--- src/rtl/pp_mode_pkg.sv ---
// Postprocessor mode definitions shared by the scheduler and the postprocessor.
// Holds the state codes, the scheduler FSM encoding, the enable bundle and
// the code -> enable decode / code validity helpers.
package pp_mode_pkg;

  localparam int unsigned PP_CODE_W = 5;

  localparam logic [PP_CODE_W-1:0] PP_PASSTHRU   = 5'd0;
  localparam logic [PP_CODE_W-1:0] PP_GRAY       = 5'd1;
  localparam logic [PP_CODE_W-1:0] PP_TEMPORAL   = 5'd2;
  localparam logic [PP_CODE_W-1:0] PP_TRACK      = 5'd3;
  localparam logic [PP_CODE_W-1:0] PP_TRACK_BBOX = 5'd4;
  localparam logic [PP_CODE_W-1:0] PP_SPLIT      = 5'd5;
  localparam logic [PP_CODE_W-1:0] PP_PONG       = 5'd21;

  typedef enum logic [1:0] {SCH_IDLE, SCH_PENDING, SCH_COMMIT} sch_state_e;

  // Enable strobes implied by a committed mode.
  typedef struct packed {
    logic processing;
    logic temporal;
    logic overlay;
    logic bbox;
    logic split;
    logic gesture;
  } pp_ctrl_t;

  // Mode code to enable bundle; unknown codes decode to all-off.
  function automatic pp_ctrl_t pp_decode(input logic [PP_CODE_W-1:0] code);
    pp_ctrl_t c;
    c = '0;
    case (code)
      PP_GRAY:       c.processing = 1'b1;
      PP_TEMPORAL:   begin c.processing = 1'b1; c.temporal = 1'b1; end
      PP_TRACK:      begin c.processing = 1'b1; c.overlay = 1'b1; c.gesture = 1'b1; end
      PP_TRACK_BBOX: begin
        c.processing = 1'b1; c.overlay = 1'b1; c.bbox = 1'b1; c.gesture = 1'b1;
      end
      PP_SPLIT:      begin
        c.processing = 1'b1; c.overlay = 1'b1; c.bbox = 1'b1; c.split = 1'b1;
      end
      PP_PONG:       begin c.processing = 1'b1; c.split = 1'b1; end
      default:       c = '0;
    endcase
    return c;
  endfunction

  // True only for the seven defined mode codes.
  function automatic logic pp_valid(input logic [PP_CODE_W-1:0] code);
    logic v;
    v = 1'b0;
    case (code)
      PP_PASSTHRU, PP_GRAY, PP_TEMPORAL, PP_TRACK,
      PP_TRACK_BBOX, PP_SPLIT, PP_PONG: v = 1'b1;
      default:                          v = 1'b0;
    endcase
    return v;
  endfunction

endpackage

--- src/rtl/frame_start_detect.sv ---
// One-cycle pulse on the first cycle the raster position reads (0,0).
// Ports: clk, rst_n; draw_x_i/draw_y_i raster position;
// frame_start_c_o combinational pulse (edge of the (0,0) decode).
// The history flop resets to 1 so no pulse appears right after reset.
module frame_start_detect #(
  parameter int unsigned XY_W        = 10,
  parameter int unsigned FRAME_WIDTH = 640
) (
  input  logic            clk,
  input  logic            rst_n,
  input  logic [XY_W-1:0] draw_x_i,
  input  logic [XY_W-1:0] draw_y_i,
  output logic            frame_start_c_o
);

  localparam logic [XY_W:0] FW_C = (XY_W+1)'(FRAME_WIDTH);

  logic fs_raw_c;
  logic fs_raw_q;

  assign fs_raw_c        = (draw_x_i == '0) && (draw_y_i == '0);
  assign frame_start_c_o = fs_raw_c && !fs_raw_q;

  // Previous-cycle copy of the (0,0) decode.
  always_ff @(posedge clk or negedge rst_n) begin
    if (!rst_n) fs_raw_q <= 1'b1;
    else        fs_raw_q <= fs_raw_c;
  end

  // The x coordinate never leaves the active line.
  a_x_in_range: assert property (@(posedge clk) disable iff (!rst_n)
    {1'b0, draw_x_i} < FW_C);

endmodule

--- src/rtl/postproc_mode_scheduler.sv ---
// Owns the postprocessor control word. Arbitrates user and gesture mode
// requests (user wins), stages the accepted code and commits it only at a
// frame boundary; gesture commits start a frame-counted hold-off.
// Ports: clk, rst_n; draw_x/draw_y raster position; usr_*/ges_* request,
// code and one-cycle ack; current_state and six decoded enables; pending,
// commit_pulse and holdoff_active status. All outputs are registered.
module postproc_mode_scheduler
  import pp_mode_pkg::*;
#(
  parameter logic [4:0]  DEFAULT_STATE  = 5'd0,
  parameter int unsigned HOLDOFF_FRAMES = 30,
  parameter int unsigned FRAME_WIDTH    = 640
) (
  input  logic       clk,
  input  logic       rst_n,
  input  logic [9:0] draw_x,
  input  logic [9:0] draw_y,
  input  logic       usr_req,
  input  logic [4:0] usr_state,
  output logic       usr_ack,
  input  logic       ges_req,
  input  logic [4:0] ges_state,
  output logic       ges_ack,
  output logic [4:0] current_state,
  output logic       processing_enable,
  output logic       temporal_filter_enable,
  output logic       overlay_enable,
  output logic       bbox_overlay_enable,
  output logic       split_centroid_enable,
  output logic       gesture_enable,
  output logic       pending,
  output logic       commit_pulse,
  output logic       holdoff_active
);

  localparam int unsigned XY_W   = 10;
  localparam int unsigned HOLD_W = 8;

  logic frame_start_c;

  frame_start_detect #(
    .XY_W        (XY_W),
    .FRAME_WIDTH (FRAME_WIDTH)
  ) u_fs (
    .clk             (clk),
    .rst_n           (rst_n),
    .draw_x_i        (draw_x),
    .draw_y_i        (draw_y),
    .frame_start_c_o (frame_start_c)
  );

  sch_state_e              state_q, state_d;
  logic [PP_CODE_W-1:0]    staged_q, staged_d;
  logic                    src_ges_q, src_ges_d;
  logic [HOLD_W-1:0]       holdoff_q, holdoff_d;
  logic [PP_CODE_W-1:0]    cur_q, cur_d;
  pp_ctrl_t                ctrl_q, ctrl_d;
  logic                    usr_ack_q, usr_ack_d;
  logic                    ges_ack_q, ges_ack_d;
  logic                    pending_q, pending_d;
  logic                    commit_q, commit_d;
  logic                    hold_act_q, hold_act_d;
  logic                    usr_take_c, ges_take_c;

  // A request still high during its own ack cycle is the one just taken.
  assign usr_take_c = usr_req && !usr_ack_q;
  assign ges_take_c = ges_req && !ges_ack_q && (holdoff_q == '0);

  // Next-state, staging, commit and hold-off logic.
  always_comb begin
    state_d    = state_q;
    staged_d   = staged_q;
    src_ges_d  = src_ges_q;
    holdoff_d  = holdoff_q;
    cur_d      = cur_q;
    ctrl_d     = ctrl_q;
    usr_ack_d  = 1'b0;
    ges_ack_d  = 1'b0;
    commit_d   = 1'b0;

    if (frame_start_c && (holdoff_q != '0)) holdoff_d = holdoff_q - HOLD_W'(1);

    case (state_q)
      SCH_IDLE: begin
        if (usr_take_c) begin
          usr_ack_d = 1'b1;
          if (pp_valid(usr_state)) begin
            staged_d  = usr_state;
            src_ges_d = 1'b0;
            state_d   = SCH_PENDING;
          end
        end else if (ges_take_c) begin
          ges_ack_d = 1'b1;
          if (pp_valid(ges_state)) begin
            staged_d  = ges_state;
            src_ges_d = 1'b1;
            state_d   = SCH_PENDING;
          end
        end
      end
      SCH_PENDING: begin
        if (usr_take_c) begin
          usr_ack_d = 1'b1;
          if (pp_valid(usr_state)) begin
            staged_d  = usr_state;
            src_ges_d = 1'b0;
          end
        end
        // Load the outputs on the boundary so they are visible in COMMIT.
        if (frame_start_c) begin
          state_d  = SCH_COMMIT;
          cur_d    = staged_d;
          ctrl_d   = pp_decode(staged_d);
          commit_d = 1'b1;
        end
      end
      SCH_COMMIT: begin
        if (src_ges_q) holdoff_d = HOLD_W'(HOLDOFF_FRAMES);
        state_d = SCH_IDLE;
      end
      default: state_d = SCH_IDLE;
    endcase

    pending_d  = (state_d == SCH_PENDING);
    hold_act_d = (holdoff_d != '0);
  end

  // State and output registers.
  always_ff @(posedge clk or negedge rst_n) begin
    if (!rst_n) begin
      state_q    <= SCH_IDLE;
      staged_q   <= DEFAULT_STATE;
      src_ges_q  <= 1'b0;
      holdoff_q  <= '0;
      cur_q      <= DEFAULT_STATE;
      ctrl_q     <= pp_decode(DEFAULT_STATE);
      usr_ack_q  <= 1'b0;
      ges_ack_q  <= 1'b0;
      pending_q  <= 1'b0;
      commit_q   <= 1'b0;
      hold_act_q <= 1'b0;
    end else begin
      state_q    <= state_d;
      staged_q   <= staged_d;
      src_ges_q  <= src_ges_d;
      holdoff_q  <= holdoff_d;
      cur_q      <= cur_d;
      ctrl_q     <= ctrl_d;
      usr_ack_q  <= usr_ack_d;
      ges_ack_q  <= ges_ack_d;
      pending_q  <= pending_d;
      commit_q   <= commit_d;
      hold_act_q <= hold_act_d;
    end
  end

  assign usr_ack                = usr_ack_q;
  assign ges_ack                = ges_ack_q;
  assign current_state          = cur_q;
  assign processing_enable      = ctrl_q.processing;
  assign temporal_filter_enable = ctrl_q.temporal;
  assign overlay_enable         = ctrl_q.overlay;
  assign bbox_overlay_enable    = ctrl_q.bbox;
  assign split_centroid_enable  = ctrl_q.split;
  assign gesture_enable         = ctrl_q.gesture;
  assign pending                = pending_q;
  assign commit_pulse           = commit_q;
  assign holdoff_active         = hold_act_q;

endmodule

--- config.mk ---
export PLATFORM = sky130hd
export DESIGN_NAME = postproc_mode_scheduler
export DESIGN_NICKNAME = d
export VERILOG_FILES = /design/src/rtl/pp_mode_pkg.sv /design/src/rtl/frame_start_detect.sv /design/src/rtl/postproc_mode_scheduler.sv
export SDC_FILE = /design/constraint.sdc
export NUM_CORES = 1
export LEC_CHECK = 0
export ABC_AREA = 1
export BUFFER_PORTS_ARGS = -buffer_cell sky130_fd_sc_hd__buf_2
export CORE_MARGIN = 2
export CORE_UTILIZATION = 52
export CTS_CLUSTER_SIZE = 24
export DETAILED_ROUTE_END_ITERATION = 12
export PLACE_DENSITY = 0.9
export SYNTH_ARGS = -nofsm -noshare
export SYNTH_HDL_FRONTEND = slang
export SYNTH_HIERARCHICAL = 1
export SYNTH_SLANG_ARGS = --single-unit
--- constraint.sdc ---
create_clock -name clk -period 2.1 [get_ports clk]
set_clock_uncertainty 0.2 [all_clocks]
set_input_delay 0.105 -clock clk [delete_from_list [all_inputs] [get_ports clk]]
set_output_delay 0.105 -clock clk [all_outputs]
set_load 0.05 [all_outputs]
### After elaboration in Yosys (flattened, before gate mapping)

Cells that the tools add are included.

| word-level totals | value |
|---|---|
| flip-flop bits (word level) | 33 |
| logic and storage cells | 118 |

| cells by class | value |
|---|---|
| add/subtract/negate cells | 1 |
| equality and inequality tests | 26 |
| mux-type cells | 45 |
| reduce and logical (&&, ||, !) cells | 29 |

Operator list:

| kind | count |
|---|---|
| 2-to-1 mux 5 bit | 7 |
| == test 5 x 2 -> 1 bit (second input constant) | 6 |
| == test 5 x 3 -> 1 bit (second input constant) | 6 |
| 2-to-1 mux 1 bit | 27 |
| 2-to-1 mux 8 bit | 3 |
| logical NOT 10 bit | 2 |
| nonzero test 8 bit | 2 |
| == test 5 x 1 -> 1 bit (second input constant) | 3 |
| == test 5 bit (second input constant) | 3 |
| OR reduction 7 bit | 2 |
| logical NOT 5 bit | 2 |
| 2-to-1 mux 2 bit | 5 |
| one-hot mux 5 bit (2 select lines) | 1 |
| != test 3 bit (second input constant) | 3 |
| logical NOT 8 bit | 1 |
| OR reduction 2 bit | 4 |
| subtractor 8 x 1 -> 8 bit (second input constant) | 1 |
| logical AND 1 bit | 6 |
| AND reduction 6 bit | 1 |
| OR reduction 6 bit | 1 |
| == test 2 x 1 -> 1 bit (second input constant) | 2 |
| != test 2 bit (second input constant) | 2 |
| one-hot mux 2 bit (2 select lines) | 1 |
| AND reduction 4 bit | 1 |
| 7 further kinds | 9 |

### Logic depth before layout (Yosys ltp)

Gate-level depths: netlist (run 1).

| logic depth | value |
|---|---|
| word-level depth | 11 |
| depth in mapped cells | 14 |
| gate-level depth less buffers | 14 |

### By module

The synthesis (run 1) kept the hierarchy.

Modules (own cells, without submodules):

| module | instances | cells an instance | area each (sq um) | seq. area each (sq um) |
|---|---|---|---|---|
| postproc_mode_scheduler | 1 | 228 | 1731.7 | 800.8 |
| frame_start_detect | 1 | 21 | 117.6 | 26.3 |

### Worst setup path after synthesis (run 1)

Ideal clock, no wire load.

| timing | value |
|---|---|
| path type | flip-flop to flip-flop |
| start point | reg usr_ack_q (netlist: usr_ack) |
| end point | reg ctrl_q (netlist bit processing_enable) |
| arrival time | 1512 ps |
| required time | 1773 ps |
| setup slack | 260 ps |
| stages on the path, launching flop included | 8 |
| buffers on the path | 1 |
| clock period less this slack | 1840 ps |
| path through | dfrtp_1 nor2_4 buf_4 nand4_1 nand2_1 nor2_1 a21oi_1 a21oi_1 |

| on the way | value |
|---|---|
| longest elaborated chain between the ends | 7 |
| elaborated cells between the ends (all ways) | 12 |
| those cells by class | eq/ne (6); mux (3); reduce/logical (3) |

Ends and longest elaborated chain:

| item | line | text |
|---|---|---|
| start, declared | postproc_mode_scheduler.sv:58 | `logic usr_ack_q, usr_ack_d;` |
| start signal, assigned | postproc_mode_scheduler.sv:149 | `usr_ack_q <= usr_ack_d;` |
| logical NOT 1 bit * | postproc_mode_scheduler.sv:66 | `assign usr_take_c = usr_req && !usr_ack_q;` |
| logical AND 1 bit * | postproc_mode_scheduler.sv:66 |  |
| 2-to-1 mux 5 bit * | postproc_mode_scheduler.sv:102 | `if (usr_take_c) begin` |
| 2-to-1 mux 5 bit * | postproc_mode_scheduler.sv:83 | `case (state_q)` |
| == test 5 bit (tied with other cells) | pp_mode_pkg.sv:32 | `case (code)` |
| OR reduction 6 bit (no line) * | - |  |
| 2-to-1 mux 1 bit * | pp_mode_pkg.sv:32 |  |
| end signal, assigned | postproc_mode_scheduler.sv:136 | `ctrl_q <= pp_decode(DEFAULT_STATE);` |
| end signal, assigned | postproc_mode_scheduler.sv:148 | `ctrl_q <= ctrl_d;` |
| end, declared | postproc_mode_scheduler.sv:57 | `pp_ctrl_t ctrl_q, ctrl_d;` |

Every way passes the cells marked *; elsewhere a longest branch is shown, timed or not. The select of a mux whose other input is x is not followed.
A chain may end at the register's enable or synchronous reset.

### Worst setup path after layout (run 1)

| timing | value |
|---|---|
| start point | reg holdoff_q[0] |
| end point | reg hold_act_q (netlist: holdoff_active) |

| on the way | value |
|---|---|
| longest elaborated chain between the ends | 6 |
| elaborated cells between the ends (all ways) | 7 |
| those cells by class | add/sub (1); mux (3); reduce/logical (3) |

Ends and longest elaborated chain:

| item | line | text |
|---|---|---|
| start, declared | postproc_mode_scheduler.sv:55 | `logic [HOLD_W-1:0] holdoff_q, holdoff_d;` |
| start signal, assigned | postproc_mode_scheduler.sv:146 | `holdoff_q <= holdoff_d;` |
| parallel branches: the longest is 2 deep, another holds subtractor 8 x 1 -> 8 bit | - |  |
| 2-to-1 mux 8 bit * | postproc_mode_scheduler.sv:81 | `if (frame_start_c && (holdoff_q != '0)) holdoff_d = holdoff_q - HOLD_W'(1);` |
| 2-to-1 mux 8 bit | postproc_mode_scheduler.sv:118 | `if (src_ges_q) holdoff_d = HOLD_W'(HOLDOFF_FRAMES);` |
| 2-to-1 mux 8 bit * | postproc_mode_scheduler.sv:83 |  |
| nonzero test 8 bit * | postproc_mode_scheduler.sv:125 | `hold_act_d = (holdoff_d != '0);` |
| net hold_act_d | postproc_mode_scheduler.sv:62 | `logic hold_act_q, hold_act_d;` |
| end signal, assigned | postproc_mode_scheduler.sv:153 | `hold_act_q <= hold_act_d;` |
| end, declared | postproc_mode_scheduler.sv:62 |  |

Mark *: on every way through the listed nets, which the timed path passes.

==> results of run 1 <==
==> state kept, by name (all words and copies together), names as in the netlist <==
register and count:
temporal_filter_enable 1, holdoff_active 1, commit_pulse 1, split_centroid_enable 1, staged_q 5, processing_enable 1, ges_ack 1, u_fs/fs_raw_q 1
state_q 2, holdoff_q 8, usr_ack 1, gesture_enable 1, overlay_enable 1, pending 1, bbox_overlay_enable 1, current_state 5
src_ges_q 1
==> area by class of cell <==
class                      count  area [um2]
inverter                      38         143
clock inverter                 3        17.5
fill                         309        1050
multi-input combinational    175         863
tap                           46        57.6
timing repair buffer          62         363
sequential                    33         827
clock buffer                   5        37.5
==> logic make-up after synthesis <==
| logic type | after synthesis | share of synthesized area |
|---|---|---|
| and+or+nand+nor | 143 | 0.355 |
| buffers and inverters | 41 | 0.0859 |
| DFF | 33 | 0.447 |
| AOI/OAI and AO/OA | 31 | 0.105 |
| adders and majority gates | 1 | 0.00676 |
==> worst max-delay path, cell delays in order, from the launching register on <==
cell and delay, ns:
dfrtp_1 0.39, inv_1 0.11, ha_1 0.18, nand2_1 0.08
o21ai_0 0.35, o21ai_0 0.15, nand3_1 0.11, nand2_1 0.08
nor2_1 0.11, nand2_1 0.06
==> cells in the final DEF (no fill, tap or decap), drive strengths merged <==
cell type and n:
dfrtp 32, nor2 42, clkinv 2, nand4 11, nand2 70, clkinvlp 1
clkbuf 5, or2 2, and2 1, dfstp 1, o211ai 4, o2111ai 4
dlygate4sd3 8, and3 1, ha 1, o21a 1, a21oi 9, buf 54
o21ai 13, nor3 1, inv 38, nand3 15
==> repair_timing <==
action / in CTS / in global routing
endpoints found under the hold margin: 39 / 0
endpoints found under the setup margin: 0 / 0
setup buffers: 0 / 0
hold buffers: 8 / 0
==> per-stage QoR <==
stage	hold slack, ns	power (mW)	utilization	area (um2)	setup WS [ns]
after floorplan	-0.391	0.806	-	1850	0.260
after global placement	-0.00542	0.880	0.646	2170	0.239
after detailed placement	0.00730	0.886	0.646	2170	0.149
after CTS	0.00806	1.24	0.686	2310	0.213
after global routing	0.0441	1.30	0.686	2310	0.0472
final	0.0322	1.23	0.686	2310	0.186
==> metal layers <==
metal  vias up  global-route usage
met5         -                   0
met4         0              0.0897
met3         9              0.0625
met2        60               0.439
met1       840               0.258
li1        926                   -
==> how the worst min path moves through the flow <==
stage,endpoint,slack (ns)
after floorplan,bbox_overlay_enable,-0.39
after CTS,staged_q[0],0.008
final,staged_q[4],0.03
after global placement,usr_ack,-0.005
after detailed placement,usr_ack,0.007
after global routing,staged_q[2],0.04
==> power by group <==
part	leakage (nW)	switching (mW)	internal [mW]
clock network	0.0310	0.222	0.126
logic	0.800	0.135	0.0827
registers	0.403	0.0126	0.654
total	1.23	0.370	0.862
==> impl_results.md, run 1 <==
* Die W at around 64 um
* Final ANT Viol Nets at 0
* Cells after synthesis at 249
* Most common cell in the synthesized netlist: nand2_1
* Drt total wl at 4.34 mm
* Num CTS Buffers at 5
* Achievable frequency at 522 MHz
* Clock Latency Late Sink at ~0.34 ns
* Status: finished clean
* DRC at 0
* RSZ-0062 raised after global routing: no
* Routed vias at between 1500 and 2000
* Antenna cells at 0
* Synth top area share at 0.433
* Grt total ovfl at 0
* CP Capture Type: flip-flop
* Register area share after synthesis at 0.447
* Worst Setup Start Kind: flip-flop
* Synth area leader: dfrtp_1
* Hpwl dp at about 3.2 mm
* Final hold violation count at 0
* Kind of critical path: reg -> reg
* Primary FF master, synth: dfrtp_1
* First-pass GRT wire length at 7.49 mm
* Layout cells sized above 1 at 0.256
* Worst Hold Path Cells at 4
* Post-Route M1 WL at 1.80 mm
* Vias in the first global route at 1811
* Post-synth ARST share at 1.00
* Hold Startpoint: usr_state[4]
* Post_cts resized at 0
* Reg2reg setup slack at 0.19 ns
* Pre-antenna DRT Iters at 4
* Fin crit period at 1.91 ns
* Top layer reached by signal wires: met4
* Syn avg cell area at 7.43 um2
* Number of max-cap violations at 0
* Post-route setup TNS at 0 ns
* Routed wl met2 at about 2.2 mm
* WL per Instance at 12.0 um
* Vias per cell at 5.07
* H-tree depth at 2
* Fin cells at 362
* Clock slew at reported path FFs at 0.11 ns
* Die Ht at 63.6 um
* Num ports at 50
* Worst r2r path cells at 9
* Worst EP required at 2.13 ns
* Fin crit share at 0.911
* CTS sink cnt at 33
* Syn Std Cell Area at 0.00185 mm2
* Setup violators final at 0
* CP max FO at 4
* Post-Place Cells at 346
* CORE AREA at 0.00336 mm2
* CP endpoint: holdoff_active
* RR Endpoint: holdoff_active
* WP data arrival at slightly below 2 ns
* Die Area at 0.00405 mm2
* Row count at 21
* Leakage at 1.23 nW
* Pin count of the biggest net entering global routing at 34
* Tot GR Track Use at 0.238
* Power Density at ~530 mW/mm2
* Worst VDD drop at ~0.00034 V
* Syn-to-layout area delta at 24.8%
* Max-slew violations at 0
* CTS tree: done
* Iter 0 DRT Violations at 72
* PortBufs at 49
* Relative slew slack at 0.514
* Worst Tran Pin Value at 0.729 ns
* Synth top area cells: dfrtp_1 (43%), nand2_1 (13%), inv_1 (7.5%)
* EDFF count, synth at 0
* Longest Clk Path Bufs at 2
* Worst Hold Class: in -> reg
* Synth Register Bits at 33
* Clock root buffer: clkbuf_4
* Initial Utilization at 0.550
* Syn nets at 284
* Post-synthesis cell type count at 28
* Final Wtd Congestion at 0.909
* Final nets at 350
* Most frequent cells after synthesis: nand2_1 (66), inv_1 (37), nor2_1 (34)
* Initial antenna violation count at 0
* Worst Setup SP: holdoff_q[0]
* Routed wl met3 at ~230 um
* Ys Warns at 6
* Reg2reg start: holdoff_q[0]
Note: power is estimated with default switching activity, not from simulation.
==> inputs of run 2 (changes only) <==
CAP_MARGIN = 20   (was default)
CORE_UTILIZATION = 53   (was 52)
PLACE_DENSITY = 0.91   (was 0.9)
SYNTH_HIERARCHICAL = default   (was 1)
==> run 2 against run 1 <==
Non-clock buffer count is 5 lower. Critical path type unchanged. Synthesized area is 6.0% higher. Sequential power is 0.6% higher. Wire length is 4.0% lower. Via count is 1.7% lower. Total power is 10% higher. Clock power is 33% higher. Die area is 3.7% higher. Design area is 4.8% higher. Synthesized cell count is 4.8% higher.
==> impl_results.md, run 2 <==
* Iter 0 DRT Violations at 78
* Final Wtd Congestion at between 0.9 and 1
* Vias in the first global route at around 1700
* Final hold violation count at 0
* Syn avg cell area at 7.51 um2
* Clock Latency Late Sink at 0.29 ns
* Synth top area cells: dfrtp_1 (41%), nand2_1 (13%), inv_1 (7.1%)
* Synth area leader: dfrtp_1
* Worst r2r path cells at 11
* Pin count of the biggest net entering global routing at 34
* Worst Hold Class: in -> reg
* CTS tree: done
* Grt total ovfl at 0
* CP Capture Type: flip-flop
* Clock slew at reported path FFs at 0.07 ns
* Reg2reg start: holdoff_q[1]
* Clock root buffer: clkbuf_8
* Cells after synthesis at 261
* CP max FO at 4
* Crit-path most repeated cell: nand2_1
* Worst Setup Start Kind: flip-flop
* Most common cell after layout, fill and taps aside: nand2_1
* Number of max-cap violations at 0
* Num CTS Buffers at 5
* Reg with most FFs: holdoff_q
* GRT Max-Usage Layer: met2
* CORE AREA at 0.00361 mm2
* Hold Startpoint: draw_y[0]
* Drt total wl at 4.16 mm
* PortBufs at just under 50
* Syn Std Cell Area at 0.00196 mm2
* Global Route met2 Usage at 0.365
* Power Density at 561 mW/mm2
* Most frequent cells in the layout: nand2_1 (70), buf_2 (49), inv_1 (37)
* Initial Utilization at 0.543
* CTS sink cnt at 33
* Most common cell in the synthesized netlist: nand2_1
* Row count at 22
* Worst VDD drop at 0.000316 V
* Kind of critical path: reg -> reg
* CP peak stage delay at 0.39 ns
* Hold Path Sink: commit_pulse
* First-pass GRT wire length at slightly above 7 mm
* Worst Hold Path Cells at 6
* Final nets at 359
* Worst EP required at 2.08 ns
* Fin crit share at 0.934
* Syn nets at just under 300
* Register area share after synthesis at 0.422
* Synth top area share at 0.409
* WL per Instance at 11.2 um
* CP Cell Sequence: inv_1 > ha_1 > nor3b_2 > nand2_2 > buf_4 > nand4_1 > nand2_1 > a21oi_2 > nand2_1 > nor2_1 > nand2_1
* Post-synthesis cell type count at 35
* Reg2reg setup slack at around 0.14 ns
* Grt met1 use at 0.287
* Achievable frequency at 510 MHz
* EDFF count, synth at 0
* Routed vias at 1804
* Final ANT Viol Nets at 0
* Die Ht at roughly 65 um
* RR Endpoint: holdoff_active
* Largest register FFs at 8
* Synth Register Bits at 33
* DRC at 0
* Layout cells sized above 1 at 0.296
* Min Hold Slack at a little over 0.008 ns
* Tot GR Track Use at 0.224
* Primary FF master, synth: dfrtp_1
* Max-slew violations at 0
* Crit-path slowest cell: dfrtp_1
* Status: finished clean
* Hpwl dp at 3.13 mm
* Relative slew slack at 0.517
* Util after Layout at 0.671
* Antenna cells at 0
* Worst Tran Pin Value at 0.725 ns
* Setup violators final at 0
* Most frequent cells after synthesis: nand2_1 (70), inv_1 (37), dfrtp_1 (32)
* Leakage at between 1 and 1.5 nW
* Die Area at around 0.0042 mm2
* Post-synth ARST share at 1.00
* Syn-to-layout area delta at 23.4%
* Initial antenna violation count at 0
* Die W at 64.8 um
* Pre-antenna DRT Iters at 4
* Met3 Resource Use GR at 0.0538
* H-tree depth at 2
* Fin crit period at 1.96 ns
* Ys Warns at 0
* Longest Clk Path Bufs at 2
* Vias per cell at 4.85
* WP data arrival at 1.94 ns
* Num ports at 50
-- run 2: worst max path at each step --
stage,startpoint,to,slack (ns),cells after the start
after CTS,holdoff_q[1],staged_q[3],0.10,10
after detailed placement,holdoff_q[1],staged_q[3],0.11,10
after floorplan,usr_ack,processing_enable,0.16,12
after global routing,draw_x[4],holdoff_active,-0.005,14
after global placement,holdoff_q[1],staged_q[3],0.20,10
final,holdoff_q[1],holdoff_active,0.14,11
-- run 2: cell type report --
class | count | area (um2)
fill | 296 | 1190
inverter | 42 | 160
timing repair buffer | 57 | 315
sequential | 33 | 827
multi-input combinational | 184 | 970
clock inverter | 3 | 17.5
clock buffer | 5 | 68.8
tap | 48 | 60.1
-- run 2: timing repair --
action                                  in CTS  in global routing
endpoints found under the setup margin       0                  9
setup buffers                                0                  2
resized for setup                            0                  2
hold endpoints to repair                    34                  0
hold buffers                                 4                  0
-- run 2: kinds of logic (layout without fill, tap and decap cells) --
family          count (synthesis)  count (layout)  share of synthesized area
flops                          33              33                      0.422
buf+inv                        44             107                     0.0868
fa+ha+maj                       2               2                     0.0128
simple gates                  145             145                      0.357
mux                             2               2                     0.0102
xor+xnor                        6               6                     0.0268
compound gates                 29              29                     0.0843
-- run 2: power by group --
| part | internal, mW | switching (mW) |
|---|---|---|
| Combinational | 0.0868 | 0.137 |
| Sequential | 0.656 | 0.0141 |
| Clock | 0.228 | 0.235 |
-- run 2: critical path, delay by kind of cell (launching register included) --
kind	cells	cell delay, ns
AOI/OAI and AO/OA	1	0.13
adders and majority gates	1	0.15
buffers and inverters	2	0.26
DFF	1	0.39
and+or+nand+nor	7	0.72
-- run 2: per-layer routing --
metal  up-vias  routed length (um)  share of wire
li1        930                   -              -
met1       788                1890           0.45
met2        76                1910           0.46
met3        10                 267          0.064
met4         0                  95          0.023
met5         -                   0              0
-- run 2: through the flow --
stage	std cells	TNS, ns	power [mW]	setup WS, ns	area (um2)
global placement	358	0	0.894	0.204	2270
CTS	370	0	1.37	0.104	2400
floorplan	261	0	0.823	0.163	1960
detailed placement	358	0	0.902	0.105	2270
finish	372	0	1.36	0.138	2420
global route	372	-0.00490	1.44	-0.00490	2420
==> inputs of run 3 (changes only) <==
ABC_AREA = default   (was 1)
CORE_UTILIZATION = 52   (was 53)
PLACE_DENSITY = 0.9   (was 0.91)
==> run 3 against run 2 <==
The flow now finishes with violations (setup timing). Total power shrank 5.6%. Clock power down 20%. Sequential power about the same. Final cell count decreased by 13%. Wire length increased by 29%. Utilization up 11 points. Synthesized area decreased by 3.4%. Via count up 9.1%. Sequential share of layout area down 3.2 points. Critical endpoint unchanged. Highest routed layer unchanged.
==> impl_results.md, run 3 <==
* Hpwl dp at 3.72 mm
* Synth Register Bits at 33
* Clock slew at reported path FFs at 0.11 ns
* Primary FF master, synth: dfrtp_1
* WL per Instance at about 17 um
* Pin count of the biggest net entering global routing at 34
* Design Area, Final at 0.00267 mm2
* Post-synth ARST share at 1.00
* Row count at 21
* CORE AREA at between 0.003 and 0.004 mm2
* Synth top area share at 0.423
* DP Area at 0.00241 mm2
* Synth top area cells: dfrtp_1 (42%), nor2_1 (5.0%), a21o_1 (3.2%)
* CP max FO at 4
* Most common cell in the synthesized netlist: dfrtp_1
* Longest Clk Path Bufs at 2
* Synth area leader: dfrtp_1
* EDFF count, synth at 0
* Reg2reg setup slack at -0.18 ns
* Number of max-cap violations at 0
* Final nets at 314
* Drt total wl at 5.37 mm
* Max-slew violations at 0
* Most frequent cells after synthesis: dfrtp_1 (32), nor2_1 (25), nand2_1 (14)
* Post-route setup TNS at -0.805 ns
* Initial Utilization at 0.554
* Syn-to-layout area delta at 41.1%
* Leakage at about 1.3 nW
* Final Wtd Congestion at between 0.8 and 0.9
* Grt total ovfl at 0
* Final ANT Viol Nets at 0
* Final hold violation count at 0
* PortBufs at 49
* Syn avg cell area at 9.75 um2
* DRC at 0
* Reg with most FFs: holdoff_q
* WP data arrival at between 2 and 2.5 ns
* Die Ht at about 64 um
* Vias per cell at 6.06
* CTS sink cnt at 33
* Achievable frequency at between 400 and 500 MHz
* Most frequent cells in the layout: buf_2 (49), dfrtp_1 (31), buf_4 (29)
* Most common cell after layout, fill and taps aside: buf_2
* First-pass GRT wire length at 8.74 mm
* Num CTS Buffers at 5
* Worst Tran Pin Value at 0.731 ns
* Clock Latency Late Sink at ~0.37 ns
* Fin crit period at 2.28 ns
* Initial antenna violation count at 0
* Die Area at 0.00414 mm2
* Antenna cells at 0
* Post-synthesis cell type count at 59
* Worst EP required at 2.13 ns
* Power Density at 480 mW/mm2
* RSZ-0062 raised after global routing: yes
* Tot GR Track Use at 0.274
* Pre-antenna DRT Iters at 4
* Register area share after synthesis at 0.437
* Worst VDD drop at 0.000383 V
* Pre-CTS WS at -0.107 ns
* Largest register FFs at 8
* Setup violators final at 10
* Routed vias at a little under 2000
* Setup ws final at -0.183 ns
* Vias in the first global route at 1921
* H-tree depth at 2
* Fin crit share at 1.09
* CP Capture Type: flip-flop
* Iter 0 DRT Violations at around 130
* CTS tree: done
* Layout cells sized above 1 at 0.459
* Failing checks: setup timing
* Worst Setup Start Kind: flip-flop
* Status: complete, but fails checks
* Ys Warns at 0
* Cells after synthesis at 194
* Clock root buffer: clkbuf_4
* Relative slew slack at 0.512
* Syn nets at 230
* Kind of critical path: reg -> reg
* Syn Std Cell Area at 0.00189 mm2
* Num ports at 50
* Die W at 64.3 um
* Worst Hold Class: in -> reg
## run 3: cell count changes after synthesis, sizes merged, moves of 6 or more
cell	before	now
a21o	0	8
inv	42	4
nand2	76	14
nand3	18	5
nand4	2	8
nor2	41	25
o211ai	0	6
o21ai	24	5
## run 3: area by class of cell
type | count | area, um2
tap | 46 | 57.6
clock buffer | 5 | 37.5
clock inverter | 3 | 17.5
fill | 224 | 746
sequential | 33 | 828
timing repair buffer | 82 | 503
multi-input combinational | 151 | 1200
inverter | 5 | 21.3
## run 3: metal layers
metal / GRT usage / vias to the layer above / wire, um
li1: - / 909 / -
met1: 0.337 / 963 / 2310
met2: 0.483 / 88 / 2600
met3: 0.0423 / 9 / 370
met4: 0.0984 / 0 / 89
met5: 0 / - / 0
## run 3: logic make-up (layout without fill, tap and decap cells)
kind of cell / after synthesis / in the layout / synth area share
adders and majority gates: 2 / 2 / 0.0132
and+or+nand+nor: 89 / 89 / 0.273
xor gates and xnor gates: 3 / 3 / 0.0139
DFF: 33 / 33 / 0.437
muxes: 6 / 6 / 0.0337
buffers and inverters: 11 / 95 / 0.0231
AOI/OAI and AO/OA: 50 / 51 / 0.206
## run 3: repair_timing
action                                  in CTS  in global routing
endpoints found under the hold margin       34                  0
cloned                                       1                  0
buffers inserted                             6                  3
hold buffers                                 4                  0
endpoints found under the setup margin      13                 12
pin swaps                                   13                  9
resized for setup                           10                  8
## run 3: final timing paths
| check | start | to | depth (start not counted) |
|---|---|---|---|
| worst max-delay path | holdoff_q[1] | holdoff_active | 9 |
| worst min-delay path | ges_state[2] | staged_q[2] | 4 |
| worst max register to register | holdoff_q[1] | holdoff_active | 9 |
| worst min register to register | bbox_overlay_enable | bbox_overlay_enable | 2 |
| max in group asynchronous | rst_n | usr_ack | 2 |
| min in group asynchronous | rst_n | current_state[1] | 2 |
## run 3: power by group
part	leakage (nW)	internal, mW	switching [mW]	total (mW)
combinational	0.819	0.115	0.128	0.243
sequential	0.404	0.649	0.0195	0.668
clock	0.0310	0.126	0.244	0.369
total	1.25	0.890	0.391	1.28
## run 3: critical path, cell delays in order, from the launching register on
cell	delay (ns)
dfrtp_1	0.39
inv_2	0.07
ha_4	0.15
nor4b_4	0.14
buf_4	0.15
a211oi_4	0.37
buf_4	0.18
nand4_1	0.11
mux2i_1	0.17
nand4bb_1	0.22
## run 3: through the flow
stage | hold WS [ns] | total power, mW | cells | utilization
5_1_grt | 0.0793 | 1.34 | 325 | 0.782
3_3_place_gp | 0.00142 | 0.895 | 304 | 0.705
2_1_floorplan | -0.391 | 0.803 | 194 | -
4_1_cts | 0.0414 | 1.27 | 322 | 0.761
3_5_place_dp | 0.00829 | 0.904 | 304 | 0.705
6_report | 0.0462 | 1.28 | 325 | 0.782
